==> src/rtl/mem_stage.sv <==
// mem_stage: memory-access pipeline stage between execute and write-back.
// Issues loads/stores on the data bus, aligns store lanes, extends load data,
// stalls the front of the pipe while the bus is busy and registers MEM/WB.
// Optional feature macro: MEM_MISALIGN_EXC_EN (misaligned-access exception).
module mem_stage (
  input  logic        clk,
  input  logic        rst,
  input  logic        ex_valid,
  input  logic        ex_mem_read,
  input  logic        ex_mem_write,
  input  logic [2:0]  ex_mem_opcode,
  input  logic [31:0] ex_address,
  input  logic [31:0] ex_writedata,
  input  logic        ex_reg_write,
  input  logic [4:0]  ex_reg_regid,
  input  logic [31:0] ex_reg_writedata,
  input  logic        ex_csr_read,
  input  logic        ex_csr_write,
  input  logic [1:0]  ex_csr_write_opcode,
  input  logic [11:0] ex_csr_address,
  input  logic [31:0] ex_csr_writedata,
  output logic        dbus_read,
  output logic        dbus_write,
  output logic [31:0] dbus_address,
  output logic [31:0] dbus_writedata,
  output logic [3:0]  dbus_byteenable,
  input  logic        dbus_waitrequest,
  input  logic        dbus_readdatavalid,
  input  logic [31:0] dbus_readdata,
  output logic        mem_stall,
  output logic        wb_valid,
  output logic        wb_reg_write,
  output logic        wb_csr_read,
  output logic        wb_csr_write,
  output logic [4:0]  wb_reg_regid,
  output logic [31:0] wb_reg_writedata,
  output logic [1:0]  wb_csr_write_opcode,
  output logic [11:0] wb_csr_address,
  output logic [31:0] wb_csr_writedata
`ifdef MEM_MISALIGN_EXC_EN
  ,
  output logic        wb_exception,
  output logic [4:0]  wb_exception_code,
  output logic [31:0] wb_mtval
`endif
);

  localparam logic [2:0] F3_B  = 3'b000;
  localparam logic [2:0] F3_H  = 3'b001;
  localparam logic [2:0] F3_BU = 3'b100;
  localparam logic [2:0] F3_HU = 3'b101;

  typedef enum logic [1:0] {
    S_IDLE = 2'd0,
    S_CMD  = 2'd1,
    S_RESP = 2'd2
  } state_e;

  // Byte-lane enables for an access of the given size at byte offset a.
  function automatic logic [3:0] lane_enable(input logic [2:0] op, input logic [1:0] a);
    logic [3:0] be;
    case (op)
      F3_B, F3_BU: be = 4'b0001 << a;
      F3_H, F3_HU: be = 4'b0011 << {a[1], 1'b0};
      default:     be = 4'b1111;
    endcase
    return be;
  endfunction

  // Replicate store data across all lanes so the enabled lanes carry it.
  function automatic logic [31:0] lane_data(input logic [2:0] op, input logic [31:0] d);
    logic [31:0] r;
    case (op)
      F3_B, F3_BU: r = {4{d[7:0]}};
      F3_H, F3_HU: r = {2{d[15:0]}};
      default:     r = d;
    endcase
    return r;
  endfunction

  // Pick the addressed byte/halfword out of the read word and extend it.
  function automatic logic [31:0] load_extend(input logic [2:0] op, input logic [1:0] a,
                                              input logic [31:0] rd);
    logic [7:0]  b;
    logic [15:0] h;
    logic [31:0] r;
    case (a)
      2'd0:    b = rd[7:0];
      2'd1:    b = rd[15:8];
      2'd2:    b = rd[23:16];
      2'd3:    b = rd[31:24];
      default: b = rd[7:0];
    endcase
    h = a[1] ? rd[31:16] : rd[15:0];
    case (op)
      F3_B:    r = {{24{b[7]}}, b};
      F3_BU:   r = {24'd0, b};
      F3_H:    r = {{16{h[15]}}, h};
      F3_HU:   r = {16'd0, h};
      default: r = rd;
    endcase
    return r;
  endfunction

`ifdef MEM_MISALIGN_EXC_EN
  // Halfwords need a[0]=0, words need a=0; bytes are always aligned.
  function automatic logic is_misaligned(input logic [2:0] op, input logic [1:0] a);
    logic m;
    case (op)
      F3_H, F3_HU: m = a[0];
      F3_B, F3_BU: m = 1'b0;
      default:     m = (a != 2'd0);
    endcase
    return m;
  endfunction
`endif

  state_e      state_q, state_d;
  logic        access_s, is_load_s, mis_s, go_s;
  logic        cmd_s, stall_s;

  logic        wb_valid_q, wb_valid_d;
  logic        wb_reg_write_q, wb_reg_write_d;
  logic        wb_csr_read_q, wb_csr_read_d;
  logic        wb_csr_write_q, wb_csr_write_d;
  logic [4:0]  wb_reg_regid_q, wb_reg_regid_d;
  logic [31:0] wb_reg_writedata_q, wb_reg_writedata_d;
  logic [1:0]  wb_csr_write_opcode_q, wb_csr_write_opcode_d;
  logic [11:0] wb_csr_address_q, wb_csr_address_d;
  logic [31:0] wb_csr_writedata_q, wb_csr_writedata_d;
  logic        wb_exception_q, wb_exception_d;
  logic [4:0]  wb_exception_code_q, wb_exception_code_d;
  logic [31:0] wb_mtval_q, wb_mtval_d;

  // Classify the instruction in the EX/MEM slot; loads win if both flags set.
  always_comb begin
    access_s  = ex_valid & (ex_mem_read | ex_mem_write);
    is_load_s = ex_mem_read;
`ifdef MEM_MISALIGN_EXC_EN
    mis_s     = access_s & is_misaligned(ex_mem_opcode, ex_address[1:0]);
`else
    mis_s     = 1'b0;
`endif
    go_s      = access_s & ~mis_s;
  end

  // Bus handshake FSM: next state, command enable and stall decision.
  always_comb begin
    state_d = state_q;
    cmd_s   = 1'b0;
    stall_s = 1'b0;
    case (state_q)
      S_IDLE, S_CMD: begin
        if (go_s) begin
          cmd_s = 1'b1;
          if (dbus_waitrequest) begin
            state_d = S_CMD;
            stall_s = 1'b1;
          end else if (!is_load_s || dbus_readdatavalid) begin
            state_d = S_IDLE;
          end else begin
            state_d = S_RESP;
            stall_s = 1'b1;
          end
        end else begin
          state_d = S_IDLE;
        end
      end
      S_RESP: begin
        if (dbus_readdatavalid) begin
          state_d = S_IDLE;
        end else begin
          stall_s = 1'b1;
        end
      end
      default: begin
        state_d = S_IDLE;
      end
    endcase
  end

  // Bus command and stall outputs, forced quiet while reset is held.
  always_comb begin
    dbus_read       = ~rst & cmd_s & is_load_s;
    dbus_write      = ~rst & cmd_s & ~is_load_s;
    mem_stall       = ~rst & stall_s;
    dbus_address    = {ex_address[31:2], 2'b00};
    dbus_byteenable = lane_enable(ex_mem_opcode, ex_address[1:0]);
    dbus_writedata  = lane_data(ex_mem_opcode, ex_writedata);
  end

  // MEM/WB next values: a bubble while stalled, else the instruction itself.
  always_comb begin
    wb_valid_d            = ex_valid & ~stall_s;
    wb_reg_write_d        = ex_reg_write & ~mis_s & ~stall_s;
    wb_csr_read_d         = ex_csr_read & ~stall_s;
    wb_csr_write_d        = ex_csr_write & ~stall_s;
    wb_reg_regid_d        = ex_reg_regid;
    wb_reg_writedata_d    = (go_s & is_load_s)
                            ? load_extend(ex_mem_opcode, ex_address[1:0], dbus_readdata)
                            : ex_reg_writedata;
    wb_csr_write_opcode_d = ex_csr_write_opcode;
    wb_csr_address_d      = ex_csr_address;
    wb_csr_writedata_d    = ex_csr_writedata;
    wb_exception_d        = mis_s & ~stall_s;
    wb_exception_code_d   = mis_s ? (is_load_s ? 5'd4 : 5'd6) : 5'd0;
    wb_mtval_d            = mis_s ? ex_address : 32'd0;
  end

  // State and MEM/WB pipeline registers with synchronous reset.
  always_ff @(posedge clk) begin
    if (rst) begin
      state_q               <= S_IDLE;
      wb_valid_q            <= 1'b0;
      wb_reg_write_q        <= 1'b0;
      wb_csr_read_q         <= 1'b0;
      wb_csr_write_q        <= 1'b0;
      wb_reg_regid_q        <= 5'd0;
      wb_reg_writedata_q    <= 32'd0;
      wb_csr_write_opcode_q <= 2'd0;
      wb_csr_address_q      <= 12'd0;
      wb_csr_writedata_q    <= 32'd0;
      wb_exception_q        <= 1'b0;
      wb_exception_code_q   <= 5'd0;
      wb_mtval_q            <= 32'd0;
    end else begin
      state_q               <= state_d;
      wb_valid_q            <= wb_valid_d;
      wb_reg_write_q        <= wb_reg_write_d;
      wb_csr_read_q         <= wb_csr_read_d;
      wb_csr_write_q        <= wb_csr_write_d;
      wb_reg_regid_q        <= wb_reg_regid_d;
      wb_reg_writedata_q    <= wb_reg_writedata_d;
      wb_csr_write_opcode_q <= wb_csr_write_opcode_d;
      wb_csr_address_q      <= wb_csr_address_d;
      wb_csr_writedata_q    <= wb_csr_writedata_d;
      wb_exception_q        <= wb_exception_d;
      wb_exception_code_q   <= wb_exception_code_d;
      wb_mtval_q            <= wb_mtval_d;
    end
  end

  assign wb_valid            = wb_valid_q;
  assign wb_reg_write        = wb_reg_write_q;
  assign wb_csr_read         = wb_csr_read_q;
  assign wb_csr_write        = wb_csr_write_q;
  assign wb_reg_regid        = wb_reg_regid_q;
  assign wb_reg_writedata    = wb_reg_writedata_q;
  assign wb_csr_write_opcode = wb_csr_write_opcode_q;
  assign wb_csr_address      = wb_csr_address_q;
  assign wb_csr_writedata    = wb_csr_writedata_q;
`ifdef MEM_MISALIGN_EXC_EN
  assign wb_exception        = wb_exception_q;
  assign wb_exception_code   = wb_exception_code_q;
  assign wb_mtval            = wb_mtval_q;
`else
  logic unused_exc_s;
  assign unused_exc_s = wb_exception_q ^ (^wb_exception_code_q) ^ (^wb_mtval_q);
`endif

endmodule

==> config.mk <==
export PLATFORM = sky130hd
export DESIGN_NAME = mem_stage
export DESIGN_NICKNAME = d
export VERILOG_FILES = /design/src/rtl/mem_stage.sv
export SDC_FILE = /design/constraint.sdc
export NUM_CORES = 1
export LEC_CHECK = 0
export BUFFER_PORTS_ARGS = -buffer_cell sky130_fd_sc_hd__buf_2
export CAP_MARGIN = 10
export CELL_PAD_IN_SITES_DETAIL_PLACEMENT = 0
export CELL_PAD_IN_SITES_GLOBAL_PLACEMENT = 2
export CORE_ASPECT_RATIO = 1.4
export CORE_MARGIN = 2
export CORE_UTILIZATION = 21
export DETAILED_ROUTE_END_ITERATION = 6
export GPL_TIMING_DRIVEN = 0
export PLACE_DENSITY_LB_ADDON = 0.1
export SYNTH_ARGS = -nofsm -noshare
export SYNTH_HDL_FRONTEND = slang
export SYNTH_SLANG_ARGS = --single-unit
==> constraint.sdc <==
create_clock -name clk -period 3.7 [get_ports clk]
set_clock_uncertainty 0.1 [all_clocks]
set_input_delay 0.37 -clock clk [delete_from_list [all_inputs] [get_ports clk]]
set_output_delay 0.37 -clock clk [all_outputs]
set_load 0.02 [all_outputs]
### Yosys cells after proc, flatten, opt, wreduce, memory -nomap -nowiden

Cells that the tools add are included.

* logic and storage cells: 61
* bits of input ports: 192
* bits in registers: 89
* output and inout bits: 158

* reduce and logical (&&, ||, !) cells: 8
* shift-type cells: 2
* mux-type cells: 18
* bitwise logic cells: 14
* equality and inequality tests: 9

Operators by type and width (count)
* $pmux 32 s4: 1
* $pmux 32 s2: 1
* $mux 32: 1
* $pmux 8 s4: 1
* $mux 16: 1
* $and 1x1->1: 10
* $mux 2: 4
* $pmux 4 s2: 1
* $eq 2x2->1 const B: 3
* $eq 3x3->1 const B: 2
* $mux 1: 6
* $reduce_or 2->1: 3
* $eq 2x1->1 const B: 2
* $logic_not 2->1: 2
* $pmux 2 s2: 1
* $shl 1x2->4 const A: 1
* $shl 2x2->4 const A: 1
* $eq 3x1->1 const B: 1
* $logic_not 3->1: 1
* $not 1->1: 3
* $ne 2x2->1 const B: 1
* $pmux 1 s2: 1
* $logic_not 1->1: 1
* $logic_or 1x1->1: 1
* $or 1x1->1: 1

### Logic depth before layout (Yosys ltp)

Gate-level depths: netlist of run 1.

* word-level depth: 8
* mapped depth: 7
* depth with buffers taken out: 4

### Worst setup path after synthesis of run 1

OpenSTA, ideal clock, no wires.

* kind: input to output
* from: input ex_mem_opcode[0]
* to: output dbus_writedata[24]
* data required time: 3.230 ns
* arrival time: 1.547 ns
* setup slack: 1.683 ns
* stages on the path: 5
* buffers on the path: 3
* path through: buf_2 buf_2 buf_2 mux2i_1 o21ai_0

* longest elaborated chain between the ends: 3
* elaborated cells between the ends (all ways): 7
* classes of those cells: eq/ne (3); mux (1); reduce/logical (3)

Ends and longest elaborated chain
* start: declaration: RTL line 11 `input logic [2:0] ex_mem_opcode,`
* $eq 3x3->1, or another cell as far along: RTL line 73 `case (op)`
* $reduce_or 2->1: RTL line 73
* $pmux 32 s2 *: RTL line 73
* end: declaration: RTL line 25 `output logic [31:0] dbus_writedata,`

Mark *: on every way between the ends. The rest lies on a longest branch, timed or not.

### Final worst setup path of run 1

* from: input ex_mem_opcode[1]
* to: output dbus_writedata[29]

The elaborated chain is that of the path after synthesis.

==> reports/qor.txt, run 1 <==
ROUTING
----------------------------------------------------------------------------------------
Count of vias placed by the detailed router ...............................         4315
Post-detailed-route count of antenna-violating nets .......................            0
Drt initial violations ....................................................          130
Per-cell routed wire length ...............................................      16.9 µm
Number of detailed-route iterations in the first pass .....................            4
Remaining DRCs ............................................................            0
Final wirelength ..........................................................     17300 µm
Via-per-instance ratio ....................................................         4.21

FINISH
----------------------------------------------------------------------------------------
Fraction of layout instances using a drive strength above 1 ...............        53.9%
Post-route cell area ......................................................     6270 µm²
Post-layout utilization of the core .......................................        32.7%
Synthesis-to-layout area growth ...........................................        53.6%
Number of filler cells placed in the layout ...............................         2098
Layout net count ..........................................................          962

SETUP PATH
----------------------------------------------------------------------------------------
Slowest stage cell, crit path ............................................. sky130_fd_sc_hd__buf_1
Biggest fanout along the worst timing path ................................           10
Depth of the most critical reg-to-reg path ................................            3
Category of cells accounting for the largest share of critical-path delay . buffers and inverters
Launching instance or port of the critical path ........................... ex_mem_opcode[1]
Critical Path Source Type .................................................   input port
Stages on the worst setup path ............................................            6
CP required ...............................................................      3230 ps
Cell type with the highest occurrence count on the critical path .......... sky130_fd_sc_hd__buf_2
Critical path class ....................................................... input port to output pin
Worst path bufs/invs ......................................................            4
Worst stage delay on the critical path ....................................       510 ps
Arrival time at the worst endpoint ........................................      1980 ps
CP Capture Type ...........................................................   output pin
RR Startpoint ............................................................. state_q[1]$_SDFFE_PP0P_
Sequence of cells on the critical path .................................... buf_2, buf_1, clkbuf_1, nand2_1, o21ai_0, buf_2

SYNTH
----------------------------------------------------------------------------------------
Top-area cell type share of the netlist area ..............................        43.7%
Post-synthesis cell count .................................................          444
Mean post-synth cell area .................................................     9.19 µm²
Netlist area before placement .............................................     4080 µm²
Library cell with the largest summed area after synthesis ................. sky130_fd_sc_hd__dfxtp_1
Most used flip-flop cell after synthesis .................................. sky130_fd_sc_hd__dfxtp_1
Fraction of registers with async set/reset ................................           0%
Top post-synthesis cells by count ......................................... sky130_fd_sc_hd__dfxtp_1 (89), sky130_fd_sc_hd__nor2b_1 (60), sky130_fd_sc_hd__nor2_1 (50)
Post-synthesis sequential element count ...................................           89
Largest cells by area after synthesis ..................................... sky130_fd_sc_hd__dfxtp_1 (44%), sky130_fd_sc_hd__nor2b_1 (9.2%), sky130_fd_sc_hd__buf_4 (7.7%)
Count of warnings emitted by yosys ........................................            0
Library cell with the highest instance count after synthesis .............. sky130_fd_sc_hd__dfxtp_1
Distinct cell type count after synthesis ..................................           43
Sequential element share of the synthesized area ..........................        43.7%
Post-synth EDFFs ..........................................................            0

CLOCK TREE
----------------------------------------------------------------------------------------
Clk_lat worst skew ........................................................       330 ps
Clock slew at the register clock pins of the worst setup and hold paths ...        60 ps
Number of hold buffers added after cts ....................................            0
Number of buffers on the longest clock path ...............................            2
Clock H-tree levels .......................................................            3
Root buf cell ............................................................. sky130_fd_sc_hd__clkbuf_16
Setup fix buffers added after clock tree synthesis ........................            0
Clock buffers created by TritonCTS ........................................            9
Total clock sinks .........................................................           89
CTS tree ..................................................................        built
Number of resized instances in the post-cts repair step ...................            0

RUN
----------------------------------------------------------------------------------------
Number of max-cap violations ..............................................            0

FLOORPLAN
----------------------------------------------------------------------------------------
Die extent in x ...........................................................       122 µm
Total Die Area ............................................................    20600 µm²
Number of ports placed on the die boundary ................................          350
Standard-cell rows ........................................................           60
Die height ................................................................       169 µm
Core region area ..........................................................    19100 µm²
Initial standard-cell utilization of the core .............................        21.3%

TIMING
----------------------------------------------------------------------------------------
Setup violators final .....................................................            0
Final worst path period need ..............................................      2450 ps
Count of final max-slew check failures ....................................            0
Relative slew margins .....................................................        48.3%
Smallest hold slack .......................................................       134 ps
Final hold violation count ................................................            0
Final worst path period share .............................................        66.2%
Slew of the pin with the lowest slew margin ...............................       757 ps
Aggregate negative setup slack ............................................         0 ps
Highest clock frequency the design can meet ...............................      409 MHz
Unrepaired setup endpoints after global routing ...........................           no

PLACEMENT
----------------------------------------------------------------------------------------
Port buffer count .........................................................          314
Half-perimeter wire length of the detailed placement result ...............     14300 µm
Last weighted congestion value of the routability-driven placer ...........        0.771
Area after detailed placement .............................................     5970 µm²

PWR
----------------------------------------------------------------------------------------
Peak supply drop ..........................................................       209 µV
Cell leakage power ........................................................      3.16 nW
PD cells ..................................................................   406 nW/µm²

HOLD PATH
----------------------------------------------------------------------------------------
Depth of the worst hold-timing path .......................................            2
Startpoint of the lowest-slack hold path .................................. dbus_readdatavalid
Min-delay worst type ...................................................... input port to register

GLOBAL ROUTE
----------------------------------------------------------------------------------------
Number of global-route vias before repair .................................         4338
Wire length of the first global-routing pass ..............................     24400 µm
Number of antenna violations at the first check in global routing .........            1
Pin count of the biggest net entering global routing ......................           18
Total Routing Usage GR ....................................................        15.9%
Remaining Overflow, GRT ...................................................            0

OUTCOME
----------------------------------------------------------------------------------------
Run status ................................................................ finished, final reports clean

state kept, by name, indices dropped and copies added, names as in the netlist:
| name | cells |
|---|---|
| wb_reg_regid | 5 |
| wb_csr_write_opcode | 2 |
| wb_csr_writedata | 32 |
| state_q | 2 |
| wb_csr_write | 1 |
| wb_reg_write | 1 |
| wb_csr_read | 1 |
| wb_csr_address | 12 |
| wb_reg_writedata | 32 |
| wb_valid | 1 |
cells in the final DEF (no fill, tap or decap), drive strengths merged, types with 2 or more instances in the layout:
| cell type | synthesis | layout |
|---|---|---|
| a211oi | 28 | 28 |
| a21o | 5 | 5 |
| a21oi | 10 | 10 |
| a22oi | 5 | 5 |
| a311oi | 3 | 3 |
| a31oi | 3 | 3 |
| and2 | 3 | 3 |
| and3b | 2 | 2 |
| buf | 55 | 369 |
| clkbuf | 15 | 25 |
| conb | 1 | 2 |
| dfxtp | 89 | 89 |
| diode | 0 | 2 |
| inv | 4 | 9 |
| mux2 | 18 | 18 |
| mux2i | 11 | 11 |
| nand2 | 34 | 34 |
| nand2b | 2 | 2 |
| nand3 | 2 | 2 |
| nand3b | 5 | 5 |
| nor2 | 52 | 52 |
| nor2b | 60 | 60 |
| nor3 | 3 | 3 |
| o21ai | 18 | 18 |
| o221a | 2 | 2 |
| o41ai | 5 | 5 |
kinds of logic (layout without fill, tap and decap cells):
kind of cell / after synthesis / after routing / share of synthesized area (%)
simple gates: 168 / 168 / 21.0
other cells: 1 / 4 / 0.0919
flops: 89 / 89 / 43.7
mux: 30 / 30 / 8.31
buf+inv: 74 / 404 / 11.3
compound gates: 82 / 82 / 15.6
power by group:
group	internal, mW	leakage, nW	switching, mW
Clock	0.493	0.148	0.424
Combinational	0.248	2.28	0.354
Sequential	1.02	0.742	0.0133
worst paths after layout:
path                                   to  slack, ps
setup / recovery       dbus_writedata[29]       1250
hold / removal    state_q[1]$_SDFFE_PP0P_        130
setup reg to reg  wb_reg_write$_SDFF_PP0_       2210
hold reg to reg   state_q[0]$_SDFFE_PP0P_        480
cell type report:
type | instances | area (µm²) | share of cell area [%]
clock inverters | 6 | 57.6 | 0.918
flip-flops and latches | 89 | 1780 | 28.4
diodes | 2 | 5.00 | 0.0799
well taps | 248 | 310 | 4.95
clock buffers | 10 | 239 | 3.81
multi-input cells | 282 | 1840 | 29.4
plain buffers | 70 | 447 | 7.13
inverters | 4 | 15.0 | 0.240
repair buffers | 314 | 1570 | 25.1
metal layers:
metal / share of wire [%] / track usage [%] / up-vias
li1: - / - / 2129
met1: 35 / 16.2 / 1960
met2: 54 / 31.0 / 220
met3: 9.5 / 5.02 / 6
met4: 0.83 / 3.55 / 0
met5: 0 / 0 / -
through the flow:
step | setup WS [ps] | total power [mW] | std cells
2_1_floorplan | 1680 | 1.40 | 445
3_3_place_gp | 1130 | 1.66 | 1007
3_5_place_dp | 1140 | 1.66 | 1007
4_1_cts | 1140 | 2.60 | 1023
5_1_grt | 1110 | 2.68 | 1023
6_report | 1250 | 2.55 | 1025
Note: power is estimated with default switching activity, not from simulation.
==> inputs of run 2 (changes only) <==
--- a/config.mk
+++ b/config.mk
@@ -11,7 +11,7 @@
 export CELL_PAD_IN_SITES_GLOBAL_PLACEMENT = 2
 export CORE_ASPECT_RATIO = 1.4
 export CORE_MARGIN = 2
-export CORE_UTILIZATION = 21
+export CORE_UTILIZATION = 17
 export DETAILED_ROUTE_END_ITERATION = 6
 export GPL_TIMING_DRIVEN = 0
 export PLACE_DENSITY_LB_ADDON = 0.1
==> constraint.sdc (replaced) <==
create_clock -name clk -period 2.25 [get_ports clk]
set_clock_uncertainty 0.1 [all_clocks]
set_input_delay 0.225 -clock clk [delete_from_list [all_inputs] [get_ports clk]]
set_output_delay 0.225 -clock clk [all_outputs]
set_load 0.02 [all_outputs]
==> run 2 against run 1 <==
Compared with the run above: critical path depth fell by 1; cell count grew 11%; clock power up 69%; non-clock buffer count is 51 higher; combinational power is 78% higher; die area grew 23%.
==> reports/qor.txt, run 2 (synthesized netlist as in run 1, its figures left out) <==
OUTCOME
--------------------------------------------------------------------------------------
Run status .............................................................. finished, final reports clean

GLOBAL ROUTE
--------------------------------------------------------------------------------------
Number of global-route vias before repair ...............................         4650   +7.2%
Wire length of the first global-routing pass ............................     26900 µm   +10%
Remaining Overflow, GRT .................................................            0   unchanged
Pin count of the biggest net entering global routing ....................           15   -3
Number of antenna violations at the first check in global routing .......            0   -1
Total Routing Usage GR ..................................................        14.4%   -1.5 points

FINISH
--------------------------------------------------------------------------------------
Number of filler cells placed in the layout .............................         2561   +22%
Most common cell after layout, fill and taps aside ...................... sky130_fd_sc_hd__buf_2
Commonest cells after routing, fill and taps aside ...................... sky130_fd_sc_hd__buf_2 (323), sky130_fd_sc_hd__dfxtp_1 (89), sky130_fd_sc_hd__nor2b_1 (60)
Synthesis-to-layout area growth .........................................        68.1%
Layout net count ........................................................         1013   +5.3%
Post-layout instance count excluding filler cells .......................         1137   +11%
Fraction of layout instances using a drive strength above 1 .............        50.5%   -3.5 points
Post-route cell area ....................................................     6860 µm²   +9.4%

HOLD PATH
--------------------------------------------------------------------------------------
Destination of the worst hold path ...................................... wb_reg_regid[2]$_SDFF_PP0_
Depth of the worst hold-timing path .....................................            2   unchanged
Startpoint of the lowest-slack hold path ................................ ex_reg_regid[2]
Min-delay worst type .................................................... input port to register

ROUTING
--------------------------------------------------------------------------------------
Drt initial violations ..................................................          127   -2.3%
Remaining DRCs ..........................................................            0   unchanged
Via-per-instance ratio ..................................................         3.92   -6.8%
Final wirelength ........................................................     18800 µm   +8.7%
Number of detailed-route iterations in the first pass ...................            4   unchanged
Per-cell routed wire length .............................................      16.5 µm   -2.0%
Count of vias placed by the detailed router .............................         4459   +3.3%
Post-detailed-route count of antenna-violating nets .....................            0   unchanged

CLOCK TREE
--------------------------------------------------------------------------------------
Total clock sinks .......................................................           89   unchanged
Number of buffers on the longest clock path .............................            2   unchanged
Clock slew at the register clock pins of the worst setup and hold paths .        60 ps   about the same
CTS tree ................................................................        built
Clk_lat worst skew ......................................................       350 ps   +20 ps
Clock H-tree levels .....................................................            3   unchanged
Clock buffers created by TritonCTS ......................................            9   unchanged
Setup fix buffers added after clock tree synthesis ......................            0   unchanged
Root buf cell ........................................................... sky130_fd_sc_hd__clkbuf_16

FLOORPLAN
--------------------------------------------------------------------------------------
Total Die Area ..........................................................    25300 µm²   +23%
Number of ports placed on the die boundary ..............................          350   unchanged
Die extent in x .........................................................       135 µm   +11%
Standard-cell rows ......................................................           67   +12%
Core region area ........................................................    23700 µm²   +24%
Die height ..............................................................       187 µm   +11%
Initial standard-cell utilization of the core ...........................        17.2%   -4.1 points

SETUP PATH
--------------------------------------------------------------------------------------
Launching instance or port of the critical path .........................          rst
CP Capture Type .........................................................   output pin
Critical Path Source Type ...............................................   input port
End of the worst register-to-register path .............................. wb_csr_write$_SDFF_PP0_
Register-to-register setup slack ........................................       910 ps   -1300 ps
Biggest fanout along the worst timing path ..............................           10   unchanged
Arrival time at the worst endpoint ......................................      1720 ps   -260 ps
RR Startpoint ........................................................... state_q[1]$_SDFFE_PP0P_
CP required .............................................................      1920 ps   -1310 ps
Depth of the most critical reg-to-reg path ..............................            3   unchanged
Critical path class ..................................................... input port to output pin

PWR
--------------------------------------------------------------------------------------
Cell leakage power ......................................................      3.38 nW   +6.8%
Peak supply drop ........................................................       388 µV   +86%
PD cells ................................................................   629 nW/µm²   +55%

TIMING
--------------------------------------------------------------------------------------
Final worst path period need ............................................      2040 ps
Final hold violation count ..............................................            0   unchanged
Slew of the pin with the lowest slew margin .............................       966 ps   +209 ps
Smallest setup slack after layout .......................................       210 ps   -1040 ps
Final worst path period share ...........................................        90.7%
Unrepaired setup endpoints after global routing .........................          yes
Setup violators final ...................................................            0   unchanged
Count of final max-slew check failures ..................................            0   unchanged
Highest clock frequency the design can meet .............................      490 MHz
Relative slew margins ...................................................        35.6%   -13 points

PLACEMENT
--------------------------------------------------------------------------------------
Worst slack at placement ................................................      83.2 ps   -1060 ps
Area after detailed placement ...........................................     6040 µm²   +1.3%
Number of cells in the design after placement ...........................         1069   +6.2%
Port buffer count .......................................................          314   unchanged
Last weighted congestion value of the routability-driven placer .........        0.716   -7.1%
Half-perimeter wire length of the detailed placement result .............     14900 µm   +4.8%

RUN
--------------------------------------------------------------------------------------
Number of max-cap violations ............................................            0   unchanged

-- run 2: cell count changes in the layout (fill, tap and decap cells not counted), sizes merged --
cell         delta
diode           -1
bufinv          +1
clkbuf          +3
inv             -5
dlygate4sd3    +51
buf             -1
clkinv          +2
-- run 2: layer usage --
metal	track usage, %	up-vias	share of wire (%)
li1	-	2221	-
met1	15.2	1991	39
met2	26.9	232	52
met3	3.82	15	8.3
met4	5.17	0	1.6
met5	0	-	0
-- run 2: critical path, cell delays in order --
cell	delay, ps
sky130_fd_sc_hd__buf_2	100
sky130_fd_sc_hd__clkbuf_1	470
sky130_fd_sc_hd__clkbuf_1	600
sky130_fd_sc_hd__nor2_1	120
sky130_fd_sc_hd__buf_2	190
-- run 2: what timing repair did --
action	CTS	global route
hold buffers	51	0
resized for setup	0	2
endpoints found under the hold margin	51	0
setup endpoints to repair	0	4
-- run 2: area by class of cell --
class	instances	area (µm²)	area share [%]
timing repair buffer	365	2080	30.4
multi-input combinational	282	1840	26.9
sequential	89	1780	26.0
buffer	70	448	6.53
tap	310	388	5.66
clock buffer	12	246	3.59
clock inverter	4	52.6	0.766
inverter	4	15.0	0.219
antenna	1	2.50	0.0365
-- run 2: worst max-delay path by stage --
stage / end / cells after the start
after global placement: dbus_writedata[24] / 6
final: mem_stall / 5
after detailed placement: dbus_writedata[24] / 6
after floorplan: dbus_writedata[24] / 5
after global routing: mem_stall / 5
after CTS: dbus_writedata[24] / 6
-- run 2: where the power goes --
part | internal, mW | switching (mW) | total, mW | leakage, nW
registers | 1.67 | 0.0227 | 1.69 | 0.742
clock network | 0.895 | 0.655 | 1.55 | 0.147
logic | 0.466 | 0.600 | 1.07 | 2.49
total | 3.03 | 1.28 | 4.31 | 3.38
-- run 2: metrics by stage --
step,hold slack (ps),setup TNS (ps),utilization (%),power (mW)
2_1_floorplan,197,0,-,2.30
3_3_place_gp,321,0,25.5,2.74
3_5_place_dp,319,0,25.5,2.74
4_1_cts,1.50,0,28.9,4.41
5_1_grt,14.2,-31.4,28.9,4.53
6_report,8.70,0,28.9,4.31
